[src/rtl/norm_calc.sv]
// Row-wise Euclidean norm of a 4x4 fixed-point matrix: one shared squarer
// followed by a restoring bit-serial integer square root per row.
module norm_calc #(
    parameter int DW        = 26,
    parameter int FRAC_BITS = 20
) (
    input  logic             clk_ncalc,
    input  logic             rstn_ncalc,
    input  logic             en_ncalc,
    input  logic [16*DW-1:0] w_in,
    output logic [DW-1:0]    norm_r1,
    output logic [DW-1:0]    norm_r2,
    output logic [DW-1:0]    norm_r3,
    output logic [DW-1:0]    norm_r4,
    output logic [3:0]       zero_row,
    output logic [3:0]       sat_row,
    output logic             busy,
    output logic             done
);

    localparam int CW = $clog2(DW + 1);
    localparam int AW = 2 * DW + 2;
    localparam int RW = DW + 4;
    // Q(2F) radicand yields a Q(F) root directly; kept explicit for other formats
    localparam int ROOT_SHIFT = (2 * FRAC_BITS) / 2 - FRAC_BITS;
    localparam logic [CW-1:0] SQ_LAST   = CW'(3);
    localparam logic [CW-1:0] SQRT_LAST = CW'(DW);
    localparam logic [DW-1:0] SAT_VAL   = {1'b0, {(DW-1){1'b1}}};

    typedef enum logic [1:0] {
        S_IDLE,
        S_SQ,
        S_SQRT,
        S_DONE
    } state_t;

    state_t                r_state;
    state_t                w_state_nxt;
    logic signed [DW-1:0]  r_w [16];
    logic [1:0]            r_row;
    logic [CW-1:0]         r_cnt;
    logic [AW-1:0]         r_acc;
    logic [AW-1:0]         r_rad;
    logic [RW-1:0]         r_rem;
    logic [DW:0]           r_root;
    logic [DW-1:0]         r_norm [4];
    logic [3:0]            r_zero;
    logic [3:0]            r_sat;

    logic signed [DW-1:0]   w_elem;
    logic signed [2*DW-1:0] w_sq;
    logic [AW-1:0]          w_acc_sum;
    logic [RW-1:0]          w_rem_sh;
    logic [RW-1:0]          w_trial;
    logic [RW-1:0]          w_rem_nxt;
    logic                   w_ge;
    logic [DW:0]            w_root_nxt;
    logic [DW:0]            w_root_q;
    logic                   w_sat;
    logic                   w_sq_last;
    logic                   w_sqrt_last;

    assign w_elem    = r_w[{r_row, r_cnt[1:0]}];
    assign w_sq      = w_elem * w_elem;
    assign w_acc_sum = r_acc + AW'($unsigned(w_sq));

    // One restoring step: bring down two radicand bits, try subtracting 4*root+1
    assign w_rem_sh   = (r_rem << 2) | RW'(r_rad[AW-1 -: 2]);
    assign w_trial    = {1'b0, r_root, 2'b01};
    assign w_ge       = (w_rem_sh >= w_trial);
    assign w_rem_nxt  = w_ge ? (w_rem_sh - w_trial) : w_rem_sh;
    assign w_root_nxt = (r_root << 1) | (DW+1)'(w_ge);
    assign w_root_q   = w_root_nxt >> ROOT_SHIFT;
    assign w_sat      = |w_root_q[DW:DW-1];

    assign w_sq_last   = (r_cnt == SQ_LAST);
    assign w_sqrt_last = (r_cnt == SQRT_LAST);

    always_ff @(posedge clk_ncalc or negedge rstn_ncalc) begin
        if (!rstn_ncalc) begin
            r_state <= S_IDLE;
        end else begin
            r_state <= w_state_nxt;
        end
    end

    always_comb begin
        w_state_nxt = r_state;
        unique case (r_state)
            S_IDLE: if (en_ncalc) w_state_nxt = S_SQ;
            S_SQ:   if (w_sq_last) w_state_nxt = S_SQRT;
            S_SQRT: if (w_sqrt_last) w_state_nxt = (r_row == 2'd3) ? S_DONE : S_SQ;
            S_DONE: w_state_nxt = S_IDLE;
            default: w_state_nxt = S_IDLE;
        endcase
    end

    always_ff @(posedge clk_ncalc or negedge rstn_ncalc) begin
        if (!rstn_ncalc) begin
            for (int unsigned i = 0; i < 16; i++) begin
                r_w[i] <= '0;
            end
            for (int unsigned i = 0; i < 4; i++) begin
                r_norm[i] <= '0;
            end
            r_row  <= '0;
            r_cnt  <= '0;
            r_acc  <= '0;
            r_rad  <= '0;
            r_rem  <= '0;
            r_root <= '0;
            r_zero <= '0;
            r_sat  <= '0;
        end else begin
            unique case (r_state)
                S_IDLE: begin
                    if (en_ncalc) begin
                        for (int unsigned i = 0; i < 16; i++) begin
                            r_w[i] <= w_in[i*DW +: DW];
                        end
                        r_row  <= '0;
                        r_cnt  <= '0;
                        r_acc  <= '0;
                        r_zero <= '0;
                        r_sat  <= '0;
                    end
                end
                S_SQ: begin
                    r_acc <= w_acc_sum;
                    if (w_sq_last) begin
                        r_rad  <= w_acc_sum;
                        r_rem  <= '0;
                        r_root <= '0;
                        r_cnt  <= '0;
                    end else begin
                        r_cnt <= r_cnt + CW'(1);
                    end
                end
                S_SQRT: begin
                    r_rad  <= r_rad << 2;
                    r_rem  <= w_rem_nxt;
                    r_root <= w_root_nxt;
                    if (w_sqrt_last) begin
                        r_norm[r_row] <= w_sat ? SAT_VAL : w_root_q[DW-1:0];
                        r_sat[r_row]  <= w_sat;
                        r_zero[r_row] <= (r_acc == '0);
                        r_acc         <= '0;
                        r_cnt         <= '0;
                        r_row         <= r_row + 2'd1;
                    end else begin
                        r_cnt <= r_cnt + CW'(1);
                    end
                end
                default: ;
            endcase
        end
    end

    assign norm_r1  = r_norm[0];
    assign norm_r2  = r_norm[1];
    assign norm_r3  = r_norm[2];
    assign norm_r4  = r_norm[3];
    assign zero_row = r_zero;
    assign sat_row  = r_sat;
    assign busy     = (r_state != S_IDLE);
    assign done     = (r_state == S_DONE);

endmodule

[config.mk]
export PLATFORM = sky130hd
export DESIGN_NAME = norm_calc
export DESIGN_NICKNAME = d
export VERILOG_FILES = /design/src/rtl/norm_calc.sv
export SDC_FILE = /design/constraint.sdc
export NUM_CORES = 2
export LEC_CHECK = 0
export CAP_MARGIN = 10
export CORE_ASPECT_RATIO = 1.25
export CORE_MARGIN = 5
export CORE_UTILIZATION = 49
export CTS_CLUSTER_DIAMETER = 60
export CTS_CLUSTER_SIZE = 14
export DETAILED_ROUTE_END_ITERATION = 6
export PLACE_DENSITY = 0.78
export SYNTH_ARGS = -nofsm -noshare
export SYNTH_HDL_FRONTEND = slang
export SYNTH_SLANG_ARGS = --single-unit
[constraint.sdc]
create_clock -name clk_ncalc -period 12.35 [get_ports clk_ncalc]
set_clock_uncertainty 0.05 [all_clocks]
set_input_delay 2.47 -clock clk_ncalc [delete_from_list [all_inputs] [get_ports clk_ncalc]]
set_output_delay 2.47 -clock clk_ncalc [all_outputs]
set_load 0.01 [all_outputs]
# Word level (Yosys, flattened, before mapping)
# Cells that the tools add are included.
# classes
add_sub_neg,4
n_mul,1
order_cmp,6
eq_ne,9
mux,38
n_bitwise,4
n_reduce_logical,16
# op_table
cell,n
two-way mux 54 bit,3
one-hot mux 54 bit (3 select lines),1
one-hot mux 54 bit (2 select lines),1
binary-select mux 26 bit (select 4 bit),1
bitwise mux 104 bit,1
two-way mux 26 bit,4
two-way mux 28 bit,2
one-hot mux 28 bit (2 select lines),1
adder 54 x 52 -> 54 bit,1
zero test 54 bit,1
one-hot mux 27 bit (2 select lines),1
demux 26 bit (select 2 bit),1
multiplier 26 x 26 -> 52 bit,1
greater-or-equal comparator 30 x 29 -> 1 bit,1
OR 30 x 2 -> 30 bit,1
subtractor 28 bit,1
two-way mux 27 bit,1
OR 27 x 1 -> 27 bit,1
one-hot mux 4 bit (2 select lines),2
two-way mux 5 bit,3
one-hot mux 5 bit (3 select lines),1
two-way mux 2 bit,6
two-way mux 4 bit,3
AND reduction 3 bit,3
25 further kinds,36
# word_totals
register_bits,700
inputBits,419
elab_cells,107

# Longest topological paths before layout
# logic_depth
word_depth,8
ltp_mapped,47
mapped_depth_nobuf,42

# Worst setup path after synthesis
# No wires, ideal clock.
# synth_path
kind,flip-flop to flip-flop
from,register r_cnt[0]
to,register r_rad[50]
arrival_time_ns,10.762
required_ns,12.214
setup_slack_ns,1.452
path_stages_with_launch,45
path_buffers,5
cell_sequence,dfrtp_1 buf_2 buf_2 buf_2 mux4_2 nand2_1 nand3_1 o21a_1 inv_1 buf_1 nor2_1 fa_1 inv_1 fa_1 inv_1 fa_1 inv_1 fa_1 [... 9 more ...] a21o_1 a32oi_1 a21oi_1 or2_2 a211oi_1 nor3_1 ha_1 clkbuf_1 nand2_1 o21ai_1 a221o_1 a2111oi_2 o2bb2ai_1 a21oi_1 a41o_1 a31oi_1 mux2_1 nor3_1
# synth_between
elab_chain_len,8
elab_cells_between_ends,11
classes_between,add/sub (1); mul (1); eq/ne (2); mux (5); bitwise (1); reduce/logical (1)
# synth_rtl
item,line_no,source
"start, declared",41,logic [CW-1:0] r_cnt;
"start signal, assigned",136,r_cnt <= r_cnt + CW'(1);
"start signal, assigned",151,r_cnt <= r_cnt + CW'(1);
NOT 4 -> 5 bit (implied by the code),63,"assign w_elem = r_w[{r_row, r_cnt[1:0]}];"
binary-select mux 26 bit (select 4 bit),63,
two-way mux 26 bit (implied by the code) (2 in a row),63,
multiplier 26 x 26 -> 52 bit,64,assign w_sq = w_elem * w_elem;
adder 54 x 52 -> 54 bit,65,assign w_acc_sum = r_acc + AW'($unsigned(w_sq));
two-way mux 54 bit,130,if (w_sq_last) begin
one-hot mux 54 bit (2 select lines),115,unique case (r_state)
"end signal, assigned",131,r_rad <= w_acc_sum;
"end signal, assigned",140,r_rad <= r_rad << 2;
"end, declared",43,logic [AW-1:0] r_rad;
# Several ways; a longest one is shown, not always the timed one. The select of a mux whose other input is x is not followed.
# A chain may end at the register's enable or synchronous reset.

# Worst setup path in the final report
# layout_path
from,register r_cnt[0]
to,register r_rad[53]
# The elaborated chain is that of the path after synthesis.

==> summary.txt <==
status -> complete, no violations
actual slew at the worst max-slew pin -> 1.06 ns
P&R area growth vs syn -> 15.9%
Critical Path Fanout Max -> 34
sequential-to-total area share from yosys stat -> 0.312
Slew HR -> 0.291
number of synthesized flops with an enable pin -> 0
largest family of logic cells by synthesized area -> adder cells
Worst-Skew Late Latency -> 0.66 ns
I/O pin count -> 533
Via density -> 5.71
clock sink count -> 700
CTS tree -> built
final hold slack -> 0.428 ns
Ys Warns -> 0
drt drc -> 0
Worst EP arrival -> 12.33 ns
Die H -> 388 µm
Nets -> 7098
Post-DRT Antenna Nets -> 0
gr usage total -> 0.281
minimum clock period -> 11.87 ns
CP dominant cell by count -> fa_1
first-pass GRT wire length -> 262000 µm
worst hold path class -> flop to flop
total area of sequential cells -> 0.0175 mm²
Final Cycle Share -> 0.961
Post-synth top flop -> dfrtp_1
Setup TNS Final -> 0 ns
Yosys reg bits -> 700
Buffers on Ports -> 532
number of iterations in the first detailed-routing pass -> 6
Worst-path clk slew -> 0.08 ns
Netlist cell types -> 84
Slew Limit Fails -> 0
initial antenna violation count -> 65
CP startpoint kind -> flop
multiplexer share of the synthesized area -> 0.133
syn_area_per_cell -> 10.5 µm²
DR WL/cell -> 23.8 µm
Initial Util -> 0.494
Setup crit end kind -> flop
Multi-input gate area -> 0.0344 mm²
root buffer cell -> clkbuf_16
cts bufs inserted -> 59
Die Wd -> 313 µm
vias in the first global route -> 44200
share of layout cells above drive strength 1 -> 0.129
Max Cap Viol -> 0
Synth Area in Adders -> 0.289
CTS max path bufs -> 3
DRT Wirelength -> 174000 µm
Post-DP Area -> 0.0632 mm²
H-tree depth -> 2
grt total ovfl -> 0
RSZ-0062 raised after global routing -> no
Mapped Cells -> 5333
Setup Viol. Count Final -> 0
synthesized area -> 0.0562 mm²
pre-CTS setup slack -> 0.442 ns
compound-cell area share of the yosys netlist -> 0.0823
worst setup path category -> flop to flop
Net Count, Synth -> 6655
Crit path largest cell delay -> 0.63 ns
row cnt -> 138
DP HPWL -> 139000 µm
GPL Wtd Cong -> 0.962
Worst path slowest cell -> dfrtp_4
worst endpoint required time -> 12.81 ns
Placeable Area -> 0.114 mm²
post-synthesis xor/xnor area fraction -> 0.0211
post-route cell area -> 0.0651 mm²
DR vias -> 41800
post-route worst setup slack -> 0.482 ns
Synth Area in Simple Gates -> 0.0869
achievable clock frequency -> 0.0843 GHz
ys async rst share -> 1.00
DIE AREA -> 0.122 mm²
largest net degree at the start of global routing -> 165
Fin. Hold Viols -> 0
Iter 0 DRT Violations -> 3534
Fillers -> 9497
-- worst max-delay path, delay by kind of cell, from the launching register on --
kind	cells	cell delay, ns
buffers and inverters	7	1.25
and+or+nand+nor	6	1.36
adders and majority gates	9	4.18
DFF	1	0.63
muxes	2	0.82
xor gates and xnor gates	1	0.15
AOI/OAI and AO/OA	13	3.16
-- synthesized netlist by cell type, types with 6 or more instances --
master | instances | area [µm²]
mux4_2 | 107 | 2410
a31oi_1 | 18 | 113
or3_1 | 14 | 87.6
inv_1 | 876 | 3290
mux2i_1 | 34 | 340
nand3_1 | 54 | 270
a31o_2 | 6 | 52.6
mux2_2 | 418 | 4710
o21ai_0 | 292 | 1460
buf_1 | 24 | 90.1
or2_2 | 8 | 50.1
clkbuf_1 | 189 | 709
and2_1 | 38 | 238
xor2_1 | 42 | 368
o31ai_1 | 8 | 60.1
clkinv_1 | 6 | 22.5
o21a_1 | 43 | 323
o21ai_1 | 19 | 95.1
nand2b_1 | 10 | 62.6
a21oi_1 | 165 | 826
a22o_1 | 9 | 78.8
fa_1 | 654 | 13100
a211o_1 | 7 | 61.3
nor3_1 | 31 | 155
nor4_1 | 16 | 100
nor2_1 | 307 | 1150
nand2_1 | 594 | 2230
dfrtp_1 | 700 | 17500
a211oi_1 | 10 | 75.1
and3_1 | 17 | 106
o21bai_1 | 11 | 82.6
nand4_1 | 26 | 163
o22ai_1 | 27 | 169
nor2b_1 | 15 | 93.8
a21o_1 | 62 | 465
xnor2_1 | 93 | 815
o211ai_1 | 20 | 150
buf_2 | 28 | 140
ha_1 | 249 | 3120
-- flip-flops by register name (all words and copies together), names as in the netlist --
signal and count:
r_root 27, r_state 2, r_cnt 5, sat_row 4, norm_r1 26, r_acc 54, norm_r3 26, zero_row 4
r_rad 54, norm_r2 26, norm_r4 26, r_rem 28, r_row 2, r_w 416
-- per-layer routing --
layer / track usage / vias to the layer above / wire length, µm
li1: - / 18200 / -
met1: 0.330 / 21200 / 61500
met2: 0.479 / 1742 / 87100
met3: 0.0557 / 557 / 13200
met4: 0.167 / 24 / 12400
met5: 0 / - / 144
-- area by class of cell --
type | instances | share of cell area
Multi-Input combinational cell | 3507 | 0.529
Sequential cell | 700 | 0.269
Timing Repair Buffer | 626 | 0.0955
Inverter | 882 | 0.0509
Tap cell | 1470 | 0.0283
Clock buffer | 62 | 0.0230
Clock inverter | 13 | 0.00238
Antenna cell | 49 | 0.00188
-- final timing paths --
path | startpoint | endpoint | slack, ns | cells after the start
max | r_cnt[0] | r_rad[53] | 0.48 | 38
min reg2reg | norm_r3[9] | norm_r3[9] | 0.43 | 2
max in group asynchronous | rstn_ncalc | r_rad[17] | 8.07 | 3
min in group asynchronous | rstn_ncalc | r_w[329] | 1.85 | 1
min | norm_r3[9] | norm_r3[9] | 0.43 | 2
max reg2reg | r_cnt[0] | r_rad[53] | 0.48 | 38
-- stage by stage --
step                      utilization  instances
after floorplan                     -       5333
after global placement          0.557       7181
after detailed placement        0.557       7181
after CTS                       0.571       7256
after global routing            0.573       7303
final                           0.573       7309
-- timing repair --
item	4_1_cts	5_1_grt
resized for setup	0	1
setup endpoints to repair	0	6
hold buffers	0	0
endpoints found under the hold margin	0	0
buffers inserted	0	4
-- layout by cell type (no fill, tap or decap), drive strengths merged, types with 10 or more instances in the layout --
cell type | netlist | routed
o22ai | 27 | 27
inv | 876 | 881
o31ai | 12 | 12
and3 | 18 | 18
clkbuf | 192 | 63
nor4 | 17 | 17
clkdlybuf4s50 | 0 | 531
nand4 | 26 | 26
and2 | 40 | 40
nor3 | 31 | 31
nand2b | 10 | 10
nor2 | 307 | 307
a31oi | 19 | 19
a21oi | 166 | 166
o21bai | 11 | 11
dfrtp | 700 | 700
ha | 249 | 249
a21o | 62 | 62
clkinv | 6 | 13
o211ai | 21 | 21
fa | 654 | 654
xor2 | 42 | 42
nand2 | 594 | 594
mux2i | 34 | 34
nor2b | 16 | 16
mux4 | 107 | 107
o21ai | 314 | 314
buf | 52 | 94
o21a | 43 | 43
or3 | 14 | 14
mux2 | 420 | 420
nand3 | 54 | 54
diode | 0 | 49
xnor2 | 93 | 93
a211oi | 10 | 10
-- cells by family (layout without fill, tap and decap cells) --
family	count (synthesis)	in the layout
adders and majority gates	903	903
DFF	700	700
other	0	49
and+or+nand+nor	1151	1151
AOI/OAI and AO/OA	757	757
xor gates and xnor gates	135	135
muxes	561	561
buffers and inverters	1126	1583
Power is not shown: default switching activity piles up to over one toggle a cycle in this logic, so the estimate is an artifact.
